## src/rtl/module_stereo_adc_input_pkg.sv

```systemverilog
// ---------------------------------------------------------------------------
// module_stereo_adc_input_pkg
//
// Shared constants and helpers for the stereo sigma-delta ADC front end.
//
// Contents:
//   CLK_DIV_1536K : clk cycles per 1536 kHz modulator tick at 49.152 MHz
//   CIC_ORDER     : number of integrator/comb stages in the decimator
//   DECIM_LOG2    : log2 of the decimation ratio (R = 32)
//   SAMPLE_W      : width of the signed output samples
//   OUT_SHIFT     : left shift taking the CIC result to full output scale
//   scaled_t      : saturated sample plus its clip flag
//   scale_sat()   : CIC result -> saturated, scaled output sample
// ---------------------------------------------------------------------------
package module_stereo_adc_input_pkg;

    localparam int CLK_DIV_1536K = 32;
    localparam int CIC_ORDER     = 3;
    localparam int DECIM_LOG2    = 5;
    localparam int SAMPLE_W      = 18;
    localparam int OUT_SHIFT     = 2;

    localparam int SAMPLE_MAX    = (1 << (SAMPLE_W - 1)) - 1;
    localparam int SAMPLE_MIN    = -(1 << (SAMPLE_W - 1));

    typedef struct packed {
        logic [SAMPLE_W-1:0] sample;
        logic                clip;
    } scaled_t;

    // The CIC gain is R^3 = 32768, so a full-scale input of all ones lands
    // exactly one LSB beyond what fits after the x4 shift. That single code
    // is folded back to the positive rail and flagged. The negative rail is
    // reachable exactly, so it is not a clip. Anything further out can only
    // appear while the modular integrators are still warming up.
    function automatic scaled_t scale_sat(input int y);
        scaled_t res;
        res.sample = '0;
        res.clip   = 1'b0;
        if (y > (SAMPLE_MAX >>> OUT_SHIFT)) begin
            res.sample = SAMPLE_W'(SAMPLE_MAX);
            res.clip   = 1'b1;
        end else if (y < (SAMPLE_MIN >>> OUT_SHIFT)) begin
            res.sample = SAMPLE_W'(SAMPLE_MIN);
            res.clip   = 1'b1;
        end else begin
            res.sample = SAMPLE_W'(y <<< OUT_SHIFT);
        end
        return res;
    endfunction

endpackage

```

## src/rtl/module_stereo_adc_input_cic3_decim_ch.sv

```systemverilog
// ---------------------------------------------------------------------------
// cic3_decim_ch
//
// One channel of the sigma-delta front end: input synchroniser, feedback
// register, 3rd-order CIC decimator (D=1) and saturating output scaler.
//
// Ports:
//   clk      in   system clock
//   reset    in   asynchronous, active-high reset
//   bit_in   in   comparator output, asynchronous to clk
//   tick     in   one-cycle strobe at the 1536 kHz modulator rate
//   comb_go  in   one-cycle strobe, cycle after the frame-end tick
//   fb       out  feedback bit back to the RC integrator
//   sample   out  signed decimated sample, loads at the end of comb_go
//   clip     out  sample was saturated, loads with sample
// ---------------------------------------------------------------------------
module cic3_decim_ch
    import module_stereo_adc_input_pkg::*;
#(
    parameter int CIC_W = 18
) (
    input  logic                clk,
    input  logic                reset,
    input  logic                bit_in,
    input  logic                tick,
    input  logic                comb_go,
    output logic                fb,
    output logic [SAMPLE_W-1:0] sample,
    output logic                clip
);

    logic             sync_q1;
    logic             sync_q2;
    logic [CIC_W-1:0] x_step;
    logic [CIC_W-1:0] int1;
    logic [CIC_W-1:0] int2;
    logic [CIC_W-1:0] int3;
    logic [CIC_W-1:0] dly1;
    logic [CIC_W-1:0] dly2;
    logic [CIC_W-1:0] dly3;
    logic [CIC_W-1:0] comb1;
    logic [CIC_W-1:0] comb2;
    logic [CIC_W-1:0] comb3;
    scaled_t          scaled;

    // Two-flop synchroniser; the comparator output is free-running.
    always_ff @(posedge clk or posedge reset) begin
        if (reset) begin
            sync_q1 <= 1'b0;
            sync_q2 <= 1'b0;
        end else begin
            sync_q1 <= bit_in;
            sync_q2 <= sync_q1;
        end
    end

    // Modulator bit mapped to +1 / -1 in two's complement.
    assign x_step = sync_q2 ? CIC_W'(1) : {CIC_W{1'b1}};

    // Integrator cascade, each stage fed by the previous stage's old value.
    // Wrap-around is intentional: the combs cancel it as long as CIC_W
    // covers the full CIC gain.
    always_ff @(posedge clk or posedge reset) begin
        if (reset) begin
            fb   <= 1'b0;
            int1 <= '0;
            int2 <= '0;
            int3 <= '0;
        end else if (tick) begin
            fb   <= sync_q2;
            int1 <= int1 + x_step;
            int2 <= int2 + int1;
            int3 <= int3 + int2;
        end
    end

    // Comb cascade evaluated combinationally; only registered on comb_go.
    always_comb begin
        comb1  = int3  - dly1;
        comb2  = comb1 - dly2;
        comb3  = comb2 - dly3;
        scaled = scale_sat(int'($signed(comb3)));
    end

    always_ff @(posedge clk or posedge reset) begin
        if (reset) begin
            dly1   <= '0;
            dly2   <= '0;
            dly3   <= '0;
            sample <= '0;
            clip   <= 1'b0;
        end else if (comb_go) begin
            dly1   <= int3;
            dly2   <= comb1;
            dly3   <= comb2;
            sample <= scaled.sample;
            clip   <= scaled.clip;
        end
    end

endmodule

```

## src/rtl/module_stereo_adc_input.sv

```systemverilog
// ---------------------------------------------------------------------------
// module_stereo_adc_input
//
// Stereo sigma-delta ADC front end. Samples two 1-bit modulator streams at
// 1536 kHz, returns the feedback bits to the external loops and decimates
// each stream by 32 with a 3rd-order CIC into 18-bit signed 48 kHz samples.
//
// Ports:
//   clk             in   system clock (49.152 MHz nominal)
//   reset           in   asynchronous, active-high reset
//   adc_in_l/r      in   comparator outputs, asynchronous to clk
//   adc_fb_l/r      out  feedback bits to the RC integrators
//   sample_out_rdy  out  one-cycle pulse, samples and clip flags valid
//   sample_out_l/r  out  signed 18-bit samples, held between pulses
//   clip_l/r        out  saturation flags, valid with sample_out_rdy
// ---------------------------------------------------------------------------
module module_stereo_adc_input
    import module_stereo_adc_input_pkg::*;
#(
    parameter int CLK_DIV = CLK_DIV_1536K,
    parameter int DECIM   = 32,
    parameter int CIC_W   = 18
) (
    input  logic                clk,
    input  logic                reset,
    input  logic                adc_in_l,
    input  logic                adc_in_r,
    output logic                adc_fb_l,
    output logic                adc_fb_r,
    output logic                sample_out_rdy,
    output logic [SAMPLE_W-1:0] sample_out_l,
    output logic [SAMPLE_W-1:0] sample_out_r,
    output logic                clip_l,
    output logic                clip_r
);

    localparam int DIV_W = (CLK_DIV > 1) ? $clog2(CLK_DIV) : 1;

    // tick and comb_go must land in different cycles, and the output scaling
    // assumes a CIC gain of exactly 32^3.
    if (CLK_DIV < 3) begin : g_bad_clk_div
        $error("module_stereo_adc_input: CLK_DIV must be at least 3");
    end
    if (DECIM != (1 << DECIM_LOG2)) begin : g_bad_decim
        $error("module_stereo_adc_input: DECIM must be 32");
    end

    logic [DIV_W-1:0]      div_cnt;
    logic [DECIM_LOG2-1:0] dec_cnt;
    logic                  tick;
    logic                  frame_end;
    logic                  comb_go;

    assign tick      = (div_cnt == DIV_W'(CLK_DIV - 1));
    assign frame_end = tick && (dec_cnt == DECIM_LOG2'(DECIM - 1));

    // Modulator-rate divider.
    always_ff @(posedge clk or posedge reset) begin
        if (reset) begin
            div_cnt <= '0;
        end else if (tick) begin
            div_cnt <= '0;
        end else begin
            div_cnt <= div_cnt + 1'b1;
        end
    end

    // Ticks per output frame.
    always_ff @(posedge clk or posedge reset) begin
        if (reset) begin
            dec_cnt <= '0;
        end else if (tick) begin
            if (dec_cnt == DECIM_LOG2'(DECIM - 1)) begin
                dec_cnt <= '0;
            end else begin
                dec_cnt <= dec_cnt + 1'b1;
            end
        end
    end

    // comb_go follows the frame-end tick by one cycle so the combs see the
    // freshly updated int3; the ready pulse follows once the samples load.
    always_ff @(posedge clk or posedge reset) begin
        if (reset) begin
            comb_go        <= 1'b0;
            sample_out_rdy <= 1'b0;
        end else begin
            comb_go        <= frame_end;
            sample_out_rdy <= comb_go;
        end
    end

    cic3_decim_ch #(
        .CIC_W (CIC_W)
    ) u_ch_l (
        .clk     (clk),
        .reset   (reset),
        .bit_in  (adc_in_l),
        .tick    (tick),
        .comb_go (comb_go),
        .fb      (adc_fb_l),
        .sample  (sample_out_l),
        .clip    (clip_l)
    );

    cic3_decim_ch #(
        .CIC_W (CIC_W)
    ) u_ch_r (
        .clk     (clk),
        .reset   (reset),
        .bit_in  (adc_in_r),
        .tick    (tick),
        .comb_go (comb_go),
        .fb      (adc_fb_r),
        .sample  (sample_out_r),
        .clip    (clip_r)
    );

endmodule

```

## config.mk

```make
export PLATFORM = sky130hd
export DESIGN_NAME = module_stereo_adc_input
export DESIGN_NICKNAME = d
export VERILOG_FILES = /design/src/rtl/module_stereo_adc_input_pkg.sv /design/src/rtl/module_stereo_adc_input_cic3_decim_ch.sv /design/src/rtl/module_stereo_adc_input.sv
export SDC_FILE = /design/constraint.sdc
export NUM_CORES = 1
export LEC_CHECK = 0
export CORE_MARGIN = 8
export CORE_UTILIZATION = 30
export DETAILED_ROUTE_END_ITERATION = 16
export SETUP_SLACK_MARGIN = 0.05
export SLEW_MARGIN = 20
export SYNTH_ARGS = -nofsm -noshare
export SYNTH_HDL_FRONTEND = slang
export SYNTH_HIERARCHICAL = 1
export SYNTH_SLANG_ARGS = --single-unit
```

## constraint.sdc

```tcl
create_clock -name clk -period 6.05 [get_ports clk]
set_input_delay 0.605 -clock clk [delete_from_list [all_inputs] [get_ports clk]]
set_output_delay 0.605 -clock clk [all_outputs]
set_load 0.02 [all_outputs]
```

After elaboration in Yosys (flattened, before gate mapping)
Cells that the tools add are included.
{"block": "op_classes", "n_addsub": 14, "n_lt_le_gt_ge": 4, "eq_ne": 2, "mux": 10, "n_reduce_logical": 1}
{"op": "adder 18 bit", "n": 6}
{"op": "subtractor 18 bit", "n": 6}
{"op": "two-way mux 18 bit", "n": 4}
{"op": "two-way mux 19 bit", "n": 2}
{"op": "greater-than comparator 18 x 16 -> 1 bit, second input constant", "n": 2}
{"op": "< comparator 18 x 16 -> 1 bit, second input constant", "n": 2}
{"op": "adder 5 x 1 -> 5 bit, second input constant", "n": 2}
{"op": "== test 5 bit, second input constant", "n": 2}
{"op": "two-way mux 5 bit", "n": 2}
{"op": "two-way mux 1 bit", "n": 2}
{"op": "logical AND 1 bit", "n": 1}
{"block": "word_totals", "register_bits": 272, "inputBits": 4, "out_inout_bits": 41, "word_cells": 57}

Logic depth before layout (Yosys ltp)
{"block": "depth", "ltp_word": 6, "depth_mapped": 30, "mapped_depth_nobuf": 29}

Cells and area by module
The synthesis kept the hierarchy.
{"mod": "cic3_decim_ch (u_ch_l)", "instances": 1, "cells_per_inst": 1044, "area_each_um2": 9609.2, "seq_area_each_um2": 3228.1}
{"mod": "cic3_decim_ch (u_ch_r)", "instances": 1, "cells_per_inst": 1022, "area_each_um2": 9404.0, "seq_area_each_um2": 3228.1}
{"mod": "module_stereo_adc_input", "instances": 1, "cells_per_inst": 44, "area_each_um2": 544.3, "seq_area_each_um2": 300.3}

Worst setup path before layout
Ideal clock, no wire load.
{"block": "synth_path", "path_type": "register to register", "start": "register u_ch_l.int3[0]", "end": "register u_ch_l.sample[11]", "setup_ns": 0.126, "arrival_time_ns": 5.963, "required_time_ns": 5.924, "path_slack_ns": -0.039, "stages_incl_launch_ff": 31, "path_buffers": 2, "synth_period_minus_slack_ns": 6.089, "path_cell_list": "dfrtp_1 -> inv_1 -> ha_1 -> inv_1 -> fa_1 -> a21o_1 -> a21oi_1 -> o21bai_1 -> a21o_1 -> a21oi_1 -> o21ai_0 -> a211oi_1 -> nor2_1 -> ha_1 -> nor3_1 -> nor2_1 -> a22o_1 -> a2111oi_0 -> o21ba_2 -> nor2_1 -> ha_1 -> clkbuf_1 -> inv_1 -> and3_1 -> nand3_1 -> nor4bb_1 -> nand3_1 -> a31oi_1 -> and4b_4 -> buf_6 -> a311o_1"}
{"block": "synth_via", "elab_chain_cells": 6, "elab_cells_between_ends": 7, "cone_classes": "add/sub (3); order compare (2); mux (2)"}
{"element": "from (decl)", "line_no": "module_stereo_adc_input_cic3_decim_ch.sv:37", "source": "logic [CIC_W-1:0] int3;"}
{"element": "from (signal assigned)", "line_no": "module_stereo_adc_input_cic3_decim_ch.sv:73", "source": "int3 <= int3 + int2;"}
{"element": "subtractor 18 bit *", "line_no": "module_stereo_adc_input_cic3_decim_ch.sv:79", "source": "comb1 = int3 - dly1;"}
{"element": "named net u_ch_l.comb1[10]", "line_no": "module_stereo_adc_input_cic3_decim_ch.sv:41", "source": "logic [CIC_W-1:0] comb1;"}
{"element": "subtractor 18 bit *", "line_no": "module_stereo_adc_input_cic3_decim_ch.sv:80", "source": "comb2 = comb1 - dly2;"}
{"element": "named net u_ch_l.comb2[16]", "line_no": "module_stereo_adc_input_cic3_decim_ch.sv:42", "source": "logic [CIC_W-1:0] comb2;"}
{"element": "subtractor 18 bit *", "line_no": "module_stereo_adc_input_cic3_decim_ch.sv:81", "source": "comb3 = comb2 - dly3;"}
{"element": "< comparator 18 x 16 -> 1 bit", "line_no": "module_stereo_adc_input_pkg.sv:43", "source": "end else if (y < (SAMPLE_MIN >>> OUT_SHIFT)) begin"}
{"element": "two-way mux 18 bit", "line_no": "module_stereo_adc_input_pkg.sv:43"}
{"element": "two-way mux 19 bit *", "line_no": "module_stereo_adc_input_pkg.sv:40", "source": "if (y > (SAMPLE_MAX >>> OUT_SHIFT)) begin"}
{"element": "to (signal assigned)", "line_no": "module_stereo_adc_input_cic3_decim_ch.sv:96", "source": "sample <= scaled.sample;"}
{"element": "to (decl)", "line_no": "module_stereo_adc_input_cic3_decim_ch.sv:28", "source": "output logic [SAMPLE_W-1:0] sample,"}
The timed path passes the listed nets; every way through them passes the cells marked *.
A chain may end at the register's enable or synchronous reset.

Worst setup path after layout
{"block": "layout_path", "start": "register u_ch_l.int3[0]", "end": "register u_ch_l.sample[16]"}
The elaborated chain is that of the path after synthesis.

==> results.py <==
metrics = {
    "status": {
        "outcome": "complete, no violations",
    },
    "timing": {
        "final.period_utilization_pct": 95.04,
        "drv_slew": 0,
        "fin_skew_ns": 0.01884,
        "fmax_mhz": 173.9,
        "report.final.setup_viol": 0,
        "period_minus_slack_ns": 5.750,
        "finalHoldViolCount": 0,
        "worst_slew_pin_slew_ns": 0.8499,
        "slew_headroom_pct": 43.34,
        "whs_ns": 0.3486,
        "final.setup.tns_ns": 0,
        "rsz0062_at_grt": "yes",
    },
    "cts": {
        "root_buffer": "clkbuf_16",
        "cts_buffers": 31,
        "clkSlewWorstSetupHoldPaths_ns": 0.06,
        "cts_sinks": 270,
        "holdBufCountCts": 0,
        "cts.htree.levels": 1,
        "clk_path_buf_depth": 3,
        "cts_tree": "done",
        "clock_latency_ns": 0.58,
    },
    "synth": {
        "synth_edf_count": 0,
        "yosysSeqAreaShare_pct": 34.55,
        "synth_nets": 2334,
        "syn_avg_cell_area_sq_um": 9.269,
        "synth_area_leader_cell": "dfrtp_1",
        "ys_warn_count": 6,
        "synth-main-ff-cell": "dfrtp_1",
        "synthTopCellsByArea": "dfrtp_1 (35%), ha_1 (13%), mux2_2 (4.9%)",
        "netlist_instances": 2110,
        "synthArstFlopShare_pct": 100.0,
        "ys_ff_latch": 270,
        "synth.distinct_cells": 92,
        "yosysTopAreaCellShare_pct": 34.55,
        "syn-cell-area_sq_mm": 0.01956,
    },
    "critical_path": {
        "slowest_delay_ns": 0.40,
        "critPathKind": "register to register",
        "reg2reg_to": "u_ch_l/sample[16]$_DFFE_PP0P_",
        "crit_top_cell": "a21o_1",
        "slowest_stage": "dfrtp_1",
        "required_ns": 6.50,
        "setup.worst_path.start_class": "register",
        "r2r_cells": 29,
        "r2r-start": "u_ch_l/int3[0]$_DFFE_PP0P_",
        "worstPathArrival_ns": 6.20,
        "critPathCaptureType": "register",
        "cp_max_fo": 4,
        "r2r_setup_slack_ns": 0.30,
    },
    "hold_path": {
        "hold_path.class": "register to register",
        "hp-start": "u_ch_r/sync_q1$_DFF_PP0_",
        "whs_endpoint": "u_ch_r/sync_q2$_DFF_PP0_",
        "hold_path_depth": 0,
    },
    "grt": {
        "grt_pass1_wl_um": 70500,
        "grt_remaining_overflow": 0,
        "grt_pass1_vias": 15102,
        "grt_antenna_before_repair": 0,
        "grt_use_total_pct": 10.72,
        "grt_max_degree": 205,
    },
    "routing": {
        "drt-pass1-iter-count": 5,
        "ant_nets": 0,
        "drc_errors": 0,
        "first_iter_violations": 786,
        "vias": 15249,
        "wl_per_cell_um": 13.31,
        "vias_per_cell": 4.975,
        "drt-total-wl_um": 40810,
    },
    "floorplanning": {
        "start_util_pct": 30.34,
        "die_h_um": 271.3,
        "row_count": 93,
        "pin_count": 45,
        "die_x_um": 271.3,
        "core_area_sq_mm": 0.06446,
        "die_area_sq_mm": 0.07362,
    },
    "final_layout": {
        "final_cells": 3065,
        "antenna_cells": 0,
        "mostFrequentLayoutCells": "dfrtp_1 (268), ha_1 (198), inv_1 (191), nand2_1 (172), o21ai_0 (146)",
        "fin_area_sq_mm": 0.02267,
        "fin_nets": 2410,
        "final_common_cell": "dfrtp_1",
        "drive_above_1_share_pct": 13.57,
        "area_delta_synth_final_pct": 15.94,
    },
    "place": {
        "place.gp.congestion": 0.8339,
        "placed_cells": 2988,
        "io_buffers": 44,
        "hpwlAfterDp_um": 29110,
        "place_area_sq_mm": 0.02112,
    },
    "job": {
        "drv_cap": 0,
    },
    "power": {
        "power_leakage_nw": 10.48,
        "finalPower_mw": 4.095,
        "power_density_mw_per_mm2": 180.6,
        "vdd_drop_max_mv": 0.2047,
    },
}
cell usage after synthesis (21+ instances only):
cell type and n:
nor2b_1 31, xor2_1 48, nor2_1 119, o21ai_0 160, ha_1 208, dfrtp_1 270
clkbuf_1 33, nand2b_1 21, nor3_1 46, a21oi_1 121, a21o_1 54, mux2_2 85
xnor2_1 109, nand3_1 41, a211oi_1 21, inv_1 196, nand2_1 173, o21a_1 32
worst max-delay path, delay by kind of cell, from the launching register on:
family,cells,cell delay (ns)
buffers and inverters,3,0.32
flip-flops,1,0.40
adder cells (fa/ha/maj),4,1.20
AND/OR/NAND/NOR,4,0.86
XOR/XNOR,2,0.27
AO/OA/AOI/OAI,16,2.58
power breakdown:
part | internal (mW) | switching (mW) | total (mW) | leakage [nW]
clock network | 1.23 | 0.789 | 2.02 | 0.527
registers | 1.82 | 0.0122 | 1.83 | 3.65
logic | 0.0998 | 0.142 | 0.242 | 6.30
flip-flops by register name, summed over array words and instances, names as in the netlist, 5 cells and up:
signal / count
u_ch_r/sample: 17
u_ch_r/int3: 18
u_ch_r/dly3: 18
u_ch_r/dly1: 18
u_ch_r/int1: 18
u_ch_l/int2: 18
u_ch_l/dly2: 18
u_ch_r/dly2: 18
u_ch_l/int1: 18
u_ch_l/int3: 18
u_ch_l/dly3: 18
u_ch_l/dly1: 18
u_ch_r/int2: 18
dec_cnt: 5
u_ch_l/sample: 17
div_cnt: 5
repair_timing:
item                                   in CTS  in global routing
setup buffers                               1                 19
resized for setup                           8                 77
cloned                                      0                  0
pin swaps                                   5                 52
setup endpoints to repair                  29                 35
endpoints found under the hold margin       0                  0
kinds of logic (layout without fill, tap and decap cells):
kind of cell    count (synthesis)  after routing  share of synthesized area [%]
compound gates                590            590                          20.01
simple gates                  517            517                          12.55
flops                         270            270                          34.55
buf+inv                       253            353                          5.092
fa+ha+maj                     220            220                          14.54
xor+xnor                      161            161                          7.492
mux                            99             99                          5.777
per-layer routing:
metal / vias to the layer above / wire [um] / track usage, %
li1: 7699 / - / -
met3: 65 / 1005 / 1.363
met5: - / 0 / 0
met1: 7299 / 19510 / 14.22
met4: 0 / 944 / 2.621
met2: 186 / 19350 / 18.37
metrics by stage:
stage | util (%) | setup slack (ns)
after CTS | 34.53 | 0.05290
after detailed placement | 32.75 | -0.05226
after global routing | 35.17 | -0.04670
after floorplan | - | 0.05572
final | 35.17 | 0.3002
after global placement | 32.75 | 0.04959
how the worst max path moves through the flow:
| stage | from | to | slack, ns | cells past startpoint |
|---|---|---|---|---|
| finish | u_ch_l/int3[0]$_DFFE_PP0P_ | u_ch_l/sample[16]$_DFFE_PP0P_ | 0.30 | 29 |
| floorplan | u_ch_l/int3[0]$_DFFE_PP0P_ | u_ch_l/sample[11]$_DFFE_PP0P_ | 0.06 | 30 |
| global route | u_ch_l/int3[0]$_DFFE_PP0P_ | u_ch_l/sample[16]$_DFFE_PP0P_ | -0.05 | 29 |
| CTS | u_ch_r/int3[0]$_DFFE_PP0P_ | u_ch_r/clip$_DFFE_PP0P_ | 0.05 | 28 |
| global placement | u_ch_l/int3[0]$_DFFE_PP0P_ | u_ch_l/sample[15]$_DFFE_PP0P_ | 0.05 | 29 |
| detailed placement | u_ch_r/int3[0]$_DFFE_PP0P_ | u_ch_r/clip$_DFFE_PP0P_ | -0.05 | 28 |
area by class of cell:
| class | instances | area, sq um |
|---|---|---|
| repair buffers | 98 | 878.3 |
| inverters | 198 | 753.2 |
| clock buffers | 39 | 835.8 |
| well taps | 855 | 1070 |
| fillers | 6496 | 41790 |
| clock inverters | 18 | 257.7 |
| flip-flops and latches | 270 | 6761 |
| multi-input cells | 1587 | 12120 |
No activity file was read; power rests on OpenSTA's default activity.
